<file path="src/rtl/avr_stack_pkg.sv">
// rtl/avr_stack_pkg.sv - shared opcodes, FSM states and PC byte-count helper for the stack engine
package avr_stack_pkg;
  localparam logic [1:0] OP_PUSH = 2'b00;
  localparam logic [1:0] OP_POP  = 2'b01;
  localparam logic [1:0] OP_CALL = 2'b10;
  localparam logic [1:0] OP_RET  = 2'b11;

  typedef enum logic [2:0] {
    ST_IDLE,
    ST_WRITE,
    ST_READ,
    ST_CAP,
    ST_DONE
  } state_t;

  function automatic int n_pc(input int pc_w);
    return (pc_w + 7) / 8;
  endfunction
endpackage

</file>
<file path="src/rtl/avr_stack_engine_if.sv">
// rtl/avr_stack_engine_if.sv - command, result, memory and SP-access signals of the stack engine
interface avr_stack_engine_if #(
  parameter int PC_W = 16,
  parameter int AW   = 16
);
  logic            cmd_valid;
  logic [1:0]      cmd_op;
  logic            cmd_ready;
  logic [7:0]      push_data;
  logic [PC_W-1:0] call_pc;
  logic [7:0]      pop_data;
  logic            pop_valid;
  logic [PC_W-1:0] ret_pc;
  logic            ret_valid;
  logic [AW-1:0]   mem_addr;
  logic [7:0]      mem_wdata;
  logic            mem_we;
  logic            mem_re;
  logic [7:0]      mem_rdata;
  logic            sp_wr_lo;
  logic            sp_wr_hi;
  logic [7:0]      sp_wr_data;
  logic [AW-1:0]   sp;
  logic            busy;
  logic            ovf;
  logic            unf;
  logic            flag_clr;

  modport slave (
    input  cmd_valid, cmd_op, push_data, call_pc, mem_rdata,
           sp_wr_lo, sp_wr_hi, sp_wr_data, flag_clr,
    output cmd_ready, pop_data, pop_valid, ret_pc, ret_valid,
           mem_addr, mem_wdata, mem_we, mem_re, sp, busy, ovf, unf
  );

  modport master (
    output cmd_valid, cmd_op, push_data, call_pc, mem_rdata,
           sp_wr_lo, sp_wr_hi, sp_wr_data, flag_clr,
    input  cmd_ready, pop_data, pop_valid, ret_pc, ret_valid,
           mem_addr, mem_wdata, mem_we, mem_re, sp, busy, ovf, unf
  );
endinterface

</file>
<file path="src/rtl/avr_sp_reg.sv">
// rtl/avr_sp_reg.sv - stack pointer register with byte writes, decrement and add-N
module avr_sp_reg #(
  parameter int            AW       = 16,
  parameter logic [AW-1:0] SP_RESET = 16'h045F
) (
  input  logic          CLK,
  input  logic          RST,
  input  logic          wr_lo,
  input  logic          wr_hi,
  input  logic [7:0]    wr_data,
  input  logic          dec,
  input  logic          add,
  input  logic [1:0]    add_n,
  output logic [AW-1:0] sp
);
  logic [AW-1:0] sp_nx;

  // Byte writes and the FSM adjustments never coincide: writes are only passed through while idle.
  always_comb begin
    sp_nx = sp;
    if (wr_lo) sp_nx = (sp_nx & ~AW'(8'hFF)) | AW'(wr_data);
    if (wr_hi) sp_nx = (sp_nx & ~(AW'(8'hFF) << 8)) | (AW'(wr_data) << 8);
    if (dec)
      sp_nx = sp - AW'(1);
    else if (add)
      sp_nx = sp + AW'(add_n);
  end

  always_ff @(posedge CLK) begin
    if (RST) sp <= SP_RESET;
    else     sp <= sp_nx;
  end
endmodule

</file>
<file path="src/rtl/avr_stack_engine.sv">
// rtl/avr_stack_engine.sv - SP owner and PUSH/POP/CALL/RET memory sequencer
module avr_stack_engine
  import avr_stack_pkg::*;
#(
  parameter int            PC_W     = 16,
  parameter int            AW       = 16,
  parameter logic [AW-1:0] SP_RESET = 16'h045F,
  parameter logic [AW-1:0] SP_LIMIT = 16'h0060
) (
  input logic                 CLK,
  input logic                 RST,
  avr_stack_engine_if.slave   bus
);
  localparam int N_PC = n_pc(PC_W);
  localparam int DW   = N_PC * 8;

  state_t        state;
  logic [1:0]    op_q;
  logic [1:0]    n_q;
  logic [1:0]    cnt;
  logic [DW-1:0] data_sr;
  logic [DW-9:0] acc;
  logic [DW-1:0] acc_nx;
  logic [DW-1:0] op_word;
  logic [1:0]    cmd_n;
  logic          cmd_wr;
  logic          idle;
  logic [AW-1:0] sp;
  logic          ovf_q;
  logic          unf_q;

  assign idle          = (state == ST_IDLE);
  assign bus.cmd_ready = idle & ~bus.sp_wr_lo & ~bus.sp_wr_hi;
  assign bus.busy      = ~idle;
  assign bus.sp        = sp;
  assign bus.ovf       = ovf_q;
  assign bus.unf       = unf_q;

  assign cmd_wr  = (bus.cmd_op == OP_PUSH) || (bus.cmd_op == OP_CALL);
  assign cmd_n   = ((bus.cmd_op == OP_CALL) || (bus.cmd_op == OP_RET)) ? 2'(N_PC) : 2'd1;
  assign op_word = (bus.cmd_op == OP_PUSH) ? DW'(bus.push_data) : DW'(bus.call_pc);
  // Bytes arrive MSB first, so shifting left leaves the final byte in the low lane.
  assign acc_nx  = {acc, bus.mem_rdata};

  avr_sp_reg #(.AW(AW), .SP_RESET(SP_RESET)) u_sp (
    .CLK     (CLK),
    .RST     (RST),
    .wr_lo   (bus.sp_wr_lo & idle),
    .wr_hi   (bus.sp_wr_hi & idle),
    .wr_data (bus.sp_wr_data),
    .dec     (state == ST_WRITE),
    .add     (state == ST_DONE),
    .add_n   (n_q),
    .sp      (sp)
  );

  always_ff @(posedge CLK) begin
    if (RST) begin
      ovf_q <= 1'b0;
      unf_q <= 1'b0;
    end else begin
      ovf_q <= ((state == ST_WRITE) && (sp < SP_LIMIT)) | (ovf_q & ~bus.flag_clr);
      unf_q <= ((state == ST_READ) && (bus.mem_addr > SP_RESET)) | (unf_q & ~bus.flag_clr);
    end
  end

  always_ff @(posedge CLK) begin
    if (RST) begin
      state         <= ST_IDLE;
      op_q          <= '0;
      n_q           <= '0;
      cnt           <= '0;
      data_sr       <= '0;
      acc           <= '0;
      bus.mem_addr  <= '0;
      bus.mem_wdata <= '0;
      bus.mem_we    <= 1'b0;
      bus.mem_re    <= 1'b0;
      bus.pop_data  <= '0;
      bus.pop_valid <= 1'b0;
      bus.ret_pc    <= '0;
      bus.ret_valid <= 1'b0;
    end else begin
      case (state)
        ST_IDLE: begin
          if (bus.cmd_valid && bus.cmd_ready) begin
            op_q <= bus.cmd_op;
            n_q  <= cmd_n;
            cnt  <= '0;
            acc  <= '0;
            if (cmd_wr) begin
              state         <= ST_WRITE;
              data_sr       <= op_word >> 8;
              bus.mem_wdata <= op_word[7:0];
              bus.mem_addr  <= sp;
              bus.mem_we    <= (sp >= SP_LIMIT);
            end else begin
              state        <= ST_READ;
              bus.mem_addr <= sp + AW'(1);
              bus.mem_re   <= 1'b1;
            end
          end
        end
        ST_WRITE: begin
          if (cnt == n_q - 2'd1) begin
            state      <= ST_IDLE;
            bus.mem_we <= 1'b0;
          end else begin
            cnt           <= cnt + 2'd1;
            bus.mem_addr  <= sp - AW'(1);
            bus.mem_wdata <= data_sr[7:0];
            data_sr       <= data_sr >> 8;
            bus.mem_we    <= ((sp - AW'(1)) >= SP_LIMIT);
          end
        end
        ST_READ: begin
          // Read data trails the strobe by a cycle, so cycle k captures byte k-1.
          if (cnt != 2'd0) acc <= acc_nx[DW-9:0];
          if (cnt == n_q - 2'd1) begin
            state      <= ST_CAP;
            bus.mem_re <= 1'b0;
          end else begin
            cnt          <= cnt + 2'd1;
            bus.mem_addr <= bus.mem_addr + AW'(1);
          end
        end
        ST_CAP: begin
          state <= ST_DONE;
          if (op_q == OP_POP) begin
            bus.pop_data  <= acc_nx[7:0];
            bus.pop_valid <= 1'b1;
          end else begin
            bus.ret_pc    <= acc_nx[PC_W-1:0];
            bus.ret_valid <= 1'b1;
          end
        end
        ST_DONE: begin
          state         <= ST_IDLE;
          bus.pop_valid <= 1'b0;
          bus.ret_valid <= 1'b0;
        end
        default: state <= ST_IDLE;
      endcase
    end
  end
endmodule

</file>
<file path="src/flat_wrapper.sv">
// flat-port wrapper written by rule: the top's interface ports become plain ports
module avr_stack_engine_flat import avr_stack_pkg::*;
#(
  parameter int            PC_W     = 16,
  parameter int            AW       = 16,
  parameter logic [AW-1:0] SP_RESET = 16'h045F,
  parameter logic [AW-1:0] SP_LIMIT = 16'h0060
)
  (CLK, RST, bus_cmd_valid, bus_cmd_op, bus_push_data, bus_call_pc, bus_mem_rdata, bus_sp_wr_lo, bus_sp_wr_hi, bus_sp_wr_data, bus_flag_clr, bus_cmd_ready, bus_pop_data, bus_pop_valid, bus_ret_pc, bus_ret_valid, bus_mem_addr, bus_mem_wdata, bus_mem_we, bus_mem_re, bus_sp, bus_busy, bus_ovf, bus_unf);
  avr_stack_engine_if #(.PC_W(PC_W), .AW(AW)) bus_i ();
  input logic CLK;
  input logic RST;
  input wire logic [$bits(bus_i.cmd_valid)-1:0] bus_cmd_valid;
  input wire logic [$bits(bus_i.cmd_op)-1:0] bus_cmd_op;
  input wire logic [$bits(bus_i.push_data)-1:0] bus_push_data;
  input wire logic [$bits(bus_i.call_pc)-1:0] bus_call_pc;
  input wire logic [$bits(bus_i.mem_rdata)-1:0] bus_mem_rdata;
  input wire logic [$bits(bus_i.sp_wr_lo)-1:0] bus_sp_wr_lo;
  input wire logic [$bits(bus_i.sp_wr_hi)-1:0] bus_sp_wr_hi;
  input wire logic [$bits(bus_i.sp_wr_data)-1:0] bus_sp_wr_data;
  input wire logic [$bits(bus_i.flag_clr)-1:0] bus_flag_clr;
  output wire logic [$bits(bus_i.cmd_ready)-1:0] bus_cmd_ready;
  output wire logic [$bits(bus_i.pop_data)-1:0] bus_pop_data;
  output wire logic [$bits(bus_i.pop_valid)-1:0] bus_pop_valid;
  output wire logic [$bits(bus_i.ret_pc)-1:0] bus_ret_pc;
  output wire logic [$bits(bus_i.ret_valid)-1:0] bus_ret_valid;
  output wire logic [$bits(bus_i.mem_addr)-1:0] bus_mem_addr;
  output wire logic [$bits(bus_i.mem_wdata)-1:0] bus_mem_wdata;
  output wire logic [$bits(bus_i.mem_we)-1:0] bus_mem_we;
  output wire logic [$bits(bus_i.mem_re)-1:0] bus_mem_re;
  output wire logic [$bits(bus_i.sp)-1:0] bus_sp;
  output wire logic [$bits(bus_i.busy)-1:0] bus_busy;
  output wire logic [$bits(bus_i.ovf)-1:0] bus_ovf;
  output wire logic [$bits(bus_i.unf)-1:0] bus_unf;
  assign bus_i.cmd_valid = bus_cmd_valid;
  assign bus_i.cmd_op = bus_cmd_op;
  assign bus_i.push_data = bus_push_data;
  assign bus_i.call_pc = bus_call_pc;
  assign bus_i.mem_rdata = bus_mem_rdata;
  assign bus_i.sp_wr_lo = bus_sp_wr_lo;
  assign bus_i.sp_wr_hi = bus_sp_wr_hi;
  assign bus_i.sp_wr_data = bus_sp_wr_data;
  assign bus_i.flag_clr = bus_flag_clr;
  assign bus_cmd_ready = bus_i.cmd_ready;
  assign bus_pop_data = bus_i.pop_data;
  assign bus_pop_valid = bus_i.pop_valid;
  assign bus_ret_pc = bus_i.ret_pc;
  assign bus_ret_valid = bus_i.ret_valid;
  assign bus_mem_addr = bus_i.mem_addr;
  assign bus_mem_wdata = bus_i.mem_wdata;
  assign bus_mem_we = bus_i.mem_we;
  assign bus_mem_re = bus_i.mem_re;
  assign bus_sp = bus_i.sp;
  assign bus_busy = bus_i.busy;
  assign bus_ovf = bus_i.ovf;
  assign bus_unf = bus_i.unf;
  avr_stack_engine #(.PC_W(PC_W), .AW(AW), .SP_RESET(SP_RESET), .SP_LIMIT(SP_LIMIT)) u_core (.CLK(CLK), .RST(RST), .bus(bus_i));
endmodule
</file>
<file path="config.mk">
export PLATFORM = sky130hd
export DESIGN_NAME = avr_stack_engine_flat
export DESIGN_NICKNAME = d
export VERILOG_FILES = /design/src/rtl/avr_stack_pkg.sv /design/src/rtl/avr_stack_engine_if.sv /design/src/rtl/avr_sp_reg.sv /design/src/rtl/avr_stack_engine.sv /design/src/flat_wrapper.sv
export SDC_FILE = /design/constraint.sdc
export NUM_CORES = 1
export LEC_CHECK = 0
export ABC_AREA = 1
export CAP_MARGIN = 20
export CORE_ASPECT_RATIO = 1.75
export CORE_MARGIN = 1
export CORE_UTILIZATION = 46
export DETAILED_ROUTE_END_ITERATION = 8
export PLACE_DENSITY = 0.84
export SYNTH_ARGS = -nofsm -noshare
export SYNTH_HDL_FRONTEND = slang
export SYNTH_SLANG_ARGS = --single-unit
export TNS_END_PERCENT = 10
</file>
<file path="constraint.sdc">
create_clock -name CLK -period 1.9 [get_ports CLK]
set_input_delay 0.57 -clock CLK [delete_from_list [all_inputs] [get_ports CLK]]
set_output_delay 0.57 -clock CLK [all_outputs]
set_load 0.01 [all_outputs]
</file>
# After elaboration in Yosys (flattened, before gate mapping)
# Index checks and enable logic that the tools add are counted.
# Widths: inputs -> output; s select.
[word_totals] wordCells=131 in_bits=48 out_inout_bits=72 regBits=103
[classes] n_reduce_logical=27 eq_ne=19 muxes=42 n_bitwise=15 add_sub_neg=6 order_cmp=4
[op_table] op="$mux 16" count=12
[op_table] op="$pmux 16 s3" count=1
[op_table] op="$mux 8" count=5
[op_table] op="$add 16x1->16 const B" count=2
[op_table] op="$ge 16x7->1 const B" count=2
[op_table] op="$pmux 16 s2" count=1
[op_table] op="$pmux 8 s2" count=2
[op_table] op="$add 16x2->16" count=1
[op_table] op="$gt 16x11->1 const B" count=1
[op_table] op="$lt 16x7->1 const B" count=1
[op_table] op="$ne 2x2->1 const B" count=8
[op_table] op="$or 16x8->16" count=1
[op_table] op="$or 8x16->16" count=1
[op_table] op="$sub 16x1->16 const B" count=1
[op_table] op="$pmux 3 s4" count=1
[op_table] op="$reduce_and 3->1" count=4
[op_table] op="$reduce_and 4->1" count=3
[op_table] op="$reduce_and 2->1" count=5
[op_table] op="$reduce_bool 2->1" count=5
[op_table] op="$mux 3" count=3
[op_table] op="$mux 1" count=8
[op_table] op="$mux 2" count=4
[op_table] op="$pmux 1 s2" count=4
[op_table] op="$and 1x1->1" count=6
[op_table] op="19 further kinds" count=31

# Longest topological paths before layout
# Gate-level depths: netlist of the first run.
[depth] depth_word=7 depth_mapped=13 mapped_depth_nobuf=13

# Modules after synthesis
# From an unflattened synthesis of the first run, not the netlist that was laid out.
[hier_totals] cells_unflattened=988 area_unflattened_um2=6162.2
[by_module_without_submodules] module="avr_stack_engine" n_inst=1 seq_area_each_um2=1581.5 cells_each=700 area_per_inst_um2=4496.8
[by_module_without_submodules] module="avr_sp_reg" n_inst=1 seq_area_each_um2=320.3 cells_each=288 area_per_inst_um2=1665.3

# Least setup slack after synthesis of the first run
# Ideal clock, no wire load.
[synth_path] path_type="reg2reg" start="reg u_core.u_sp.sp[0]" end="reg u_core.u_sp.sp[10]" period_less_slack_ns=1.993 path_stages_with_launch=13 t_arrival_ns=1.918 t_required_ns=1.826 setup_slack_ns=-0.093 setup_time_ns=0.074 path_buffers=0 path_cell_list="dfxtp_1 ha_1 inv_1 fa_1 nor2_1 nand2_1 nor2_1 inv_1 o21ai_0 nand3_1 nand3_1 nor2_1 o21ai_0"
[synth_via] elab_chain_cells=3 word_cells_on_any_way=4 classes_between="add/sub: 2; mux: 2"
[synth_rtl] element="start: declaration" line="avr_sp_reg.sv:14" rtl="output logic [AW-1:0] sp"
[synth_rtl] element="start signal: assignment" line="avr_sp_reg.sv:31" rtl="else sp <= sp_nx;"
[synth_rtl] element="$add 16x2->16" line="avr_sp_reg.sv:26" rtl="sp_nx = sp + AW'(add_n);"
[synth_rtl] element="$mux 16" line="avr_sp_reg.sv:25" rtl="else if (add)"
[synth_rtl] element="$mux 16 (*)" line="avr_sp_reg.sv:23" rtl="if (dec)"
# Every way passes the cells marked *; elsewhere a longest branch is shown, timed or not.
# A chain may end at the register's enable or synchronous reset.

# Final worst setup path of the first run
[layout_path] start="reg u_core.state[2]" end="out bus_cmd_ready"
[layout_via] elab_chain_cells=3
[layout_rtl] element="start: declaration" line="avr_stack_engine.sv:17" rtl="state_t state;"
[layout_rtl] element="start signal: assignment" line="avr_stack_engine.sv:69" rtl="state <= ST_IDLE;"
[layout_rtl] element="start signal: assignment" line="avr_stack_engine.sv:92" rtl="state <= ST_WRITE;"
[layout_rtl] element="start signal: assignment" line="avr_stack_engine.sv:98" rtl="state <= ST_READ;"
[layout_rtl] element="$logic_not 3->1" line="avr_stack_engine.sv:32" rtl="assign idle = (state == ST_IDLE);"
[layout_rtl] element="$and 1x1->1 (2 in a row)" line="avr_stack_engine.sv:33" rtl="assign bus.cmd_ready = idle & ~bus.sp_wr_lo & ~bus.sp_wr_hi;"
[layout_rtl] element="end: declaration" line="flat_wrapper.sv:22" rtl="output wire logic [$bits(bus_i.cmd_ready)-1:0] bus_cmd_ready;"
# No other way between the ends.

==> results_dict.tcl, run 1 <==
set metrics [dict create \
    p_int_uw 5498 \
    seq_power_share 0.288 \
    syn_nets 893 \
    portBuffers 119 \
    synthFlopType "dfxtp_1" \
    reg2reg_to "u_core.u_sp.sp[4]" \
    die-area_sq_um 12230 \
    yosys_warnings 0 \
    synth.area.top_cells "dfxtp_1 35%, nand2_1 12%, a21oi_1 7.3%" \
    r2r_slack_ps 60 \
    grt_pass1_wl_microns 30570 \
    grt_max_degree 35 \
    cts_tree "done" \
    worstPathRequired_ps 1330 \
    layout_min_cycle_time_ps 1885 \
    antenna_found_initial 0 \
    p_total_uw 9726 \
    cts_made_buffers 9 \
    routedWlPerCell_microns 16.87 \
    rows 52 \
    p_sw_frac 0.4347 \
    setup_slack_ps 15.24 \
    final_common_cell "nand2_1" \
    max-vdd-ir-drop_uv 720.4 \
    yosysTopAreaCellShare 0.3512 \
    dp_cells 1135 \
    max_freq_ghz 0.5306 \
    io_pins 120 \
    clockBufferDepth 2 \
    setup_viol 0 \
    hold_violations 0 \
    drv_slew 0 \
    power.density_nw_per_um2 1267 \
    min_path_cells 2 \
    wirelength_microns 19420 \
    place_ws_ps -471.0 \
    area_growth_syn_to_layout_pct 41.73 \
    synth_area_sq_um 5415 \
    worstSetupEndpointType "output port" \
    async_reset_ff_frac 0 \
    clock_power_share 0.195 \
    reg2reg_depth 8 \
    path_clk_slew_ps 70 \
    final_cell_mix "177 x nand2_1, 102 x clkdlybuf4s50_1, 99 x inv_1" \
    worstHoldStart "u_core.acc[6]" \
    synth_top_cell_by_area "dfxtp_1" \
    place_congestion 0.9644 \
    core_area_sq_um 11520 \
    drtPass1Iterations 7 \
    dp_hpwl_microns 14470 \
    syn_area_per_cell_sq_um 6.462 \
    p_switching_uw 4227 \
    grt_overflow_total 0 \
    status "finished, violations left" \
    cts_hold_buf 0 \
    min_to "u_core.bus.ret_pc[14]" \
    hold_path.class "flop to flop" \
    vias 6599 \
    initial_core_util 0.4702 \
    clock_skew_ps 7.112 \
    drt_iter0_drc 492 \
    fin_cells 1151 \
    pwr-share-comb 0.517 \
    cp-start-kind "flop" \
    viasPerCell 5.733 \
    die_w_microns 84.02 \
    cts.sinks 95 \
    crit_type "flop to output port" \
    grt_setup_unrepaired "yes" \
    htree_levels 3 \
    tightest_slew_ps 473.0 \
    synth-edff-count 0 \
    drc 6 \
    power_leakage_uw 0.003253 \
    fin_crit_sh 0.9920 \
    ys_seq_area_frac 0.3512 \
    slew_headroom 0.6823 \
    maxCapViolCount 0 \
    cp_max_fo 8 \
    die_h_microns 145.5 \
    ys_ff_latch 95 \
    drive_gt1_frac 0.1594 \
    ys_types 42 \
    diodes 0 \
    clkLatencyLatePin_ps 350 \
    post_cts_buffers 0 \
    gr-usage-all-layers 0.3176 \
    reg2reg_from "u_core.u_sp.sp[0]" \
    holdWs_ps 461.1 \
    synthCells 838 \
    cts_root_buf "clkbuf_16" \
    grt_pass1_vias 6333 \
    crit_start "u_core.state[2]" \
    utilization 0.6664 \
    violations "design-rule violations" \
    fin_nets 1066 \
    arrival_ps 1310 \
    ant_nets 0 \
]
## final cells by class
type	count	area (sq um)
multi-input combinational	605	3068
clock inverter	6	77.57
inverter	106	402.9
sequential	95	1949
clock buffer	10	229.0
fill	985	3841
tap	135	168.9
timing repair buffer	194	1779
## how the worst max path moves through the flow
stage | endpoint | slack, ps | depth (start not counted)
2_1_floorplan | u_core.u_sp.sp[10] | 30 | 11
3_3_place_gp | bus_cmd_ready | -450 | 3
3_5_place_dp | bus_cmd_ready | -470 | 3
4_1_cts | bus_sp[7] | -20 | 1
5_1_grt | u_core.bus.mem_we | -60 | 12
6_report | bus_cmd_ready | 20 | 4
## power groups by stage
stage	clock [uW]	combinational, uW	sequential, uW
CTS	1910	4820	2770
finish	1900	5030	2800
floorplan	0	2640	2790
detailed placement	0	4840	2770
global placement	0	4780	2770
global route	1990	5490	2840
## critical path, cell delays in order (launching register included)
cell and delay, ps:
dfxtp_2 340, nor2_4 140, nand2_4 110, nor3_4 140
clkdlybuf4s15_2 240
## through the flow
step / TNS [ps] / area (sq um)
finish: 0 / 7675
global route: -235.1 / 7675
CTS: -20.84 / 7553
detailed placement: -12930 / 7222
global placement: -10450 / 7222
floorplan: 0 / 5419
## cell usage after synthesis, types with 2 or more instances
master,n
or2_2,3
o22ai_1,7
nor2_2,2
a31oi_1,2
inv_2,4
clkinv_1,2
o211ai_1,13
a21oi_1,79
nand4_1,12
a221oi_1,4
buf_2,8
o21ai_0,78
o21ai_1,5
nor2_4,2
nand2_2,4
nand3_1,76
nor3_1,9
xor2_1,4
dfxtp_1,95
buf_6,3
nor2_1,93
inv_1,99
clkbuf_1,20
a211oi_1,2
a41oi_1,7
ha_1,6
nand2_4,4
nor4_1,2
nand2_1,180
## cells by family (layout without fill, tap and decap cells)
| logic type | Yosys count | count (layout) | synth area share |
|---|---|---|---|
| AO/OA/AOI/OAI | 201 | 201 | 0.2049 |
| XOR/XNOR | 5 | 5 | 0.008087 |
| adder cells (fa/ha/maj) | 7 | 7 | 0.01756 |
| buffers and inverters | 138 | 316 | 0.1021 |
| flip-flops | 95 | 95 | 0.3512 |
| AND/OR/NAND/NOR | 392 | 392 | 0.3161 |
## flip-flops by register name, summed over array words and instances, names as in the netlist
register,flops
u_core.bus.mem_addr,16
u_core.bus.ret_pc,16
u_core.u_sp.sp,16
u_core.acc,8
u_core.bus.mem_wdata,8
u_core.bus.pop_data,8
u_core.data_sr,8
u_core.state,3
u_core.cnt,2
u_core.n_q,2
u_core.op_q,2
u_core.bus.mem_re,1
u_core.bus.mem_we,1
u_core.bus.ovf,1
u_core.bus.pop_valid,1
u_core.bus.ret_valid,1
u_core.bus.unf,1
## layer usage
metal	part of all wire	up-vias	global-route usage	wire, microns
met4	0.078	0	0.2672	1514
li1	-	3133	-	-
met2	0.52	314	0.5648	10150
met3	0.052	114	0.04935	1014
met5	0	-	0	0
met1	0.35	3038	0.3194	6747
## timing repair
item                                    4_1_cts  5_1_grt
gates resized for setup                      40       42
endpoints found under the setup margin       35       33
pin swaps                                     2        3
hold endpoints to repair                      0        0
No activity file was read; power rests on OpenSTA's default activity.
==> run 2: changes to the inputs <==
--- a/config.mk
+++ b/config.mk
@@ -7,7 +7,7 @@
 export LEC_CHECK = 0
 export ABC_AREA = 1
 export CAP_MARGIN = 20
-export CORE_ASPECT_RATIO = 1.75
+export CORE_ASPECT_RATIO = 0.5
 export CORE_MARGIN = 1
 export CORE_UTILIZATION = 46
 export DETAILED_ROUTE_END_ITERATION = 8
==> results_dict.tcl, run 2 (synthesis gave the netlist of run 1 again) <==
set metrics [dict create \
    status "completed" \
    clkLatencyLatePin_ps 350 \
    m1WireLength_microns 7941 \
    die_w_microns 155.4 \
    initial_core_util 0.4828 \
    drt_iter0_drc 527 \
    max_freq_ghz 0.5265 \
    cts_hold_buf 0 \
    clock_power_share 0.200 \
    fin_nets 1060 \
    seq_power_share 0.290 \
    cts_tree "done" \
    utilization 0.6938 \
    grt_setup_unrepaired "yes" \
    die-area_sq_um 12240 \
    clockBufferDepth 2 \
    routedWlPerCell_microns 16.16 \
    grt_pass1_vias 6017 \
    crit_chain "clkdlybuf4s50_1, nor3_4, buf_2" \
    cp-start-kind "primary input" \
    power_leakage_uw 0.003308 \
    drtPass1Iterations 7 \
    fin_cells 1169 \
    layout_min_cycle_time_ps 1899 \
    fin_crit_sh 0.9997 \
    cts_made_buffers 9 \
    cp_slowest_cell "clkdlybuf4s50_1" \
    power.density_nw_per_um2 1260 \
    wl_met3_microns 1615 \
    diodes 0 \
    gr-usage-all-layers 0.3049 \
    grt_pass1_wl_microns 29600 \
    antenna_found_initial 0 \
    dp_hpwl_microns 13660 \
    hold_violations 0 \
    grt_overflow_total 0 \
    vias 6505 \
    area_growth_syn_to_layout_pct 43.69 \
    hold_path.class "flop to flop" \
    arrival_ps 1330 \
    htree_levels 3 \
    final_cell_mix "169 x nand2_1, 102 x clkdlybuf4s50_1, 93 x inv_1" \
    die_h_microns 78.72 \
    p_sw_frac 0.4337 \
    highest_layer "met4" \
    worstSetupEndpointType "output port" \
    grt_max_degree 44 \
    setup_viol 0 \
    cts.sinks 95 \
    reg.largest.list "u_core.bus.mem_addr: 16 flops, u_core.bus.ret_pc: 16 flops, u_core.u_sp.sp: 16 flops" \
    pwr-share-comb 0.510 \
    core_area_sq_um 11220 \
    cts_root_buf "clkbuf_16" \
    ant_nets 0 \
    slew_headroom 0.6741 \
    tightest_slew_ps 485.0 \
    p_switching_uw 4252 \
    drc 0 \
    place_congestion 0.9459 \
    clock_skew_ps 8.747 \
    crit_family "buffers and inverters" \
    rows 27 \
    maxCapViolCount 0 \
    max-vdd-ir-drop_uv 668.2 \
    drive_gt1_frac 0.1762 \
    portBuffers 119 \
    final_common_cell "nand2_1" \
    io_pins 120 \
    crit_buf_inv 2 \
    drv_slew 0 \
    wirelength_microns 18890 \
    cp_max_fo 2 \
    worstPathRequired_ps 1330 \
    critPathMaxStageDelay_ps 450 \
    dp_cells 1147 \
    path_clk_slew_ps 70 \
    crit_type "primary input to output port" \
    viasPerCell 5.565 \
    p_int_uw 5551 \
    wl_met2_microns 8820 \
]
## run 2: changes by cell type in the layout (fill, tap and decap cells not counted), sizes merged
cell,previous run,this run
dlygate4sd2,11,4
dlymetal6s2s,3,10
inv,107,105
clkinv,3,6
buf,77,72
clkdlybuf4s15,1,0
clkbuf,10,9
## run 2: metal layers
layer  GRT usage  vias to the layer above
li1            -                     3116
met1      0.3961                     3013
met2      0.5220                      325
met3     0.04640                       51
met4     0.09902                        0
met5           0                        -
## run 2: power groups by stage
stage | clock network, uW | registers (uW) | logic (uW)
detailed placement | 0 | 2790 | 4600
finish | 1960 | 2840 | 5000
global placement | 0 | 2790 | 4510
global route | 2060 | 2890 | 5430
CTS | 1970 | 2790 | 4650
floorplan | 0 | 2790 | 2640
## run 2: repair_timing
item                       in CTS  in global routing
pin swaps                       2                 18
setup buffers                   0                  6
gates resized for setup        40                 71
setup endpoints to repair      37                 43
## run 2: final cells by class
| class | instances | area [sq um] |
|---|---|---|
| Fill cell | 924 | 3435 |
| Clock inverter | 7 | 100.1 |
| Multi-Input combinational cell | 605 | 3128 |
| Clock buffer | 9 | 225.2 |
| Tap cell | 159 | 198.9 |
| Sequential cell | 95 | 1959 |
| Inverter | 106 | 404.1 |
| Timing Repair Buffer | 188 | 1765 |
## run 2: worst min-delay path: cells and delay by family (launching register included)
kind            cells  cell delay (ps)
flops               1              310
compound gates      1               50
simple gates        1               60
## run 2: per-stage QoR
stage               power [uW]  setup WS (ps)  hold WS, ps  area [sq um]  TNS [ps]
CTS                       9409         -94.19        462.2          7533    -250.5
detailed placement        7390         -478.2        444.8          7162    -10580
floorplan                 5424          31.03        430.3          5419         0
finish                    9803         0.5748        460.9          7781         0
global route             10380         -56.35        490.3          7781    -312.2
global placement          7303         -452.2        439.7          7162     -8164
## run 2: path summary, 6_finish.rpt
path	start	endpoint	slack (ps)	depth (start not counted)
max reg2reg	u_core.n_q[0]	u_core.u_sp.sp[6]	30	11
max	bus_sp_wr_lo	bus_cmd_ready	0.6	3
min	u_core.data_sr[3]	u_core.data_sr[3]	460	2
min reg2reg	u_core.data_sr[3]	u_core.data_sr[3]	460	2
==> run 3: changes to the inputs <==
--- a/config.mk
+++ b/config.mk
@@ -7,11 +7,15 @@
 export LEC_CHECK = 0
 export ABC_AREA = 1
 export CAP_MARGIN = 20
+export CELL_PAD_IN_SITES_DETAIL_PLACEMENT = 1
+export CELL_PAD_IN_SITES_GLOBAL_PLACEMENT = 1
 export CORE_ASPECT_RATIO = 0.5
 export CORE_MARGIN = 1
-export CORE_UTILIZATION = 46
+export CORE_UTILIZATION = 32
+export CTS_CLUSTER_DIAMETER = 120
 export DETAILED_ROUTE_END_ITERATION = 8
 export PLACE_DENSITY = 0.84
+export SKIP_LAST_GASP = 1
 export SYNTH_ARGS = -nofsm -noshare
 export SYNTH_HDL_FRONTEND = slang
 export SYNTH_SLANG_ARGS = --single-unit
==> results_dict.tcl, run 3 (synthesis gave the netlist of run 1 again) <==
set metrics [dict create \
    clockBufferDepth 2 \
    status "finished, violations left" \
    cp-start-kind "flop" \
    p_sw_frac 0.4584 \
    power_leakage_uw 0.003292 \
    hold_violations 0 \
    final_common_cell "nand2_1" \
    path_clk_slew_ps 90 \
    reg.largest.list "u_core.bus.mem_addr: 16 flops, u_core.bus.ret_pc: 16 flops, u_core.u_sp.sp: 16 flops" \
    cts_hold_buf 0 \
    area_growth_syn_to_layout_pct 46.81 \
    power.density_nw_per_um2 1299 \
    tightest_slew_ps 461.3 \
    drtPass1Iterations 5 \
    gr-usage-all-layers 0.2620 \
    diodes 0 \
    maxCapViolCount 0 \
    p_int_uw 5591 \
    clock_power_share 0.186 \
    routedWlPerCell_microns 19.10 \
    drive_gt1_frac 0.1751 \
    core_area_sq_um 16470 \
    antenna_found_initial 0 \
    die_w_microns 186.0 \
    drv_slew 0 \
    portBuffers 119 \
    max_freq_ghz 0.4934 \
    setup_viol 26 \
    initial_core_util 0.3287 \
    drc 0 \
    grt_max_degree 32 \
    cts_tree "done" \
    clkLatencyLatePin_ps 360 \
    layout_min_cycle_time_ps 2027 \
    place_congestion 0.9368 \
    hold_path.class "flop to flop" \
    htree_levels 3 \
    ant_nets 0 \
    fin_nets 1078 \
    die_h_microns 93.99 \
    p_total_uw 10320 \
    setup_slack_ps -126.6 \
    grt_pass1_wl_microns 35510 \
    cts_root_buf "clkbuf_16" \
    worstPathRequired_ps 2130 \
    fin_crit_sh 1.067 \
    crit_type "flop to flop" \
    arrival_ps 2260 \
    seq_power_share 0.270 \
    pwr-share-comb 0.544 \
    clock_skew_ps 13.04 \
    die-area_sq_um 17480 \
    slew_headroom 0.6901 \
    dp_hpwl_microns 16740 \
    design_area_sq_um 7950 \
    vias 6730 \
    p_switching_uw 4732 \
    cts_made_buffers 9 \
    drt_iter0_drc 485 \
    grt_pass1_vias 6787 \
    worstSetupEndpointType "flop" \
    viasPerCell 5.363 \
    violations "negative setup slack" \
    final_cell_mix "172 x nand2_1, 111 x clkdlybuf4s50_1, 94 x inv_1" \
    dp_cells 1231 \
    fin_cells 1255 \
    dpl_cell_area_sq_um 7380 \
    wirelength_microns 23970 \
    rows 33 \
    max-vdd-ir-drop_uv 592.7 \
    cts.sinks 95 \
    holdWs_ps 463.6 \
    io_pins 120 \
    cp_max_fo 4 \
    grt_overflow_total 0 \
    grt_setup_unrepaired "yes" \
]
run 3: changes by cell type in the layout (fill, tap and decap cells not counted), sizes merged:
cell / previous run / this run
clkinvlp: 1 / 0
clkdlybuf4s50: 102 / 111
bufinv: 1 / 0
inv: 105 / 107
dlymetal6s2s: 10 / 3
dlygate4sd2: 4 / 3
buf: 72 / 89
run 3: worst paths after layout:
| path | from | end | slack (ps) | cells past startpoint |
|---|---|---|---|---|
| setup reg to reg | u_core.u_sp.sp[1] | u_core.bus.mem_addr[8] | -130 | 12 |
| hold / removal | u_core.data_sr[5] | u_core.data_sr[5] | 460 | 2 |
| hold reg to reg | u_core.data_sr[5] | u_core.data_sr[5] | 460 | 2 |
| setup / recovery | u_core.u_sp.sp[1] | u_core.bus.mem_addr[8] | -130 | 12 |
run 3: layer usage:
metal / GRT usage / up-vias / wire (microns)
li1: - / 3154 / -
met4: 0.08675 / 0 / 619
met2: 0.4614 / 200 / 12030
met3: 0.04457 / 50 / 1126
met5: 0 / - / 0
met1: 0.3240 / 3326 / 10200
run 3: layout make-up:
type                    instances  area [sq um]
repair buffers                206          1892
clock inverters                 7         81.33
fillers                      2070          8524
inverters                     106         400.4
multi-input cells             605          3139
flip-flops and latches         95          1928
well taps                     227         284.0
clock buffers                   9         225.2
run 3: power by group through the flow:
stage	Combinational (uW)	Clock (uW)	Sequential [uW]
after detailed placement	5120	0	2770
final	5610	1920	2790
after floorplan	2640	0	2790
after CTS	5160	1920	2740
after global routing	5990	2000	2840
after global placement	4930	0	2760
run 3: what timing repair did:
action                                  in CTS  in global routing
pin swaps                                    0                 17
resized for setup                           15                 73
endpoints found under the setup margin      45                 69
setup buffers                                0                  8
run 3: per-stage QoR:
step                utilization  TNS [ps]  setup WS [ps]
detailed placement       0.4479    -13640         -475.6
floorplan                     -         0          31.03
finish                   0.4826     -1152         -126.6
global placement         0.4479    -11340         -460.5
CTS                      0.4675     -2190         -134.9
global route             0.4826     -3808         -147.2
run 3: worst max-delay path, cell delays in order (launching register included):
cell and delay [ps]:
dfxtp_2 360, buf_6 120, buf_4 110, ha_1 140
nand2_1 80, nor2_1 160, nand2_1 140, nor2_4 150
nand2_1 110, o21ai_0 200, a21oi_1 90, o21ai_1 140
a21oi_1 90
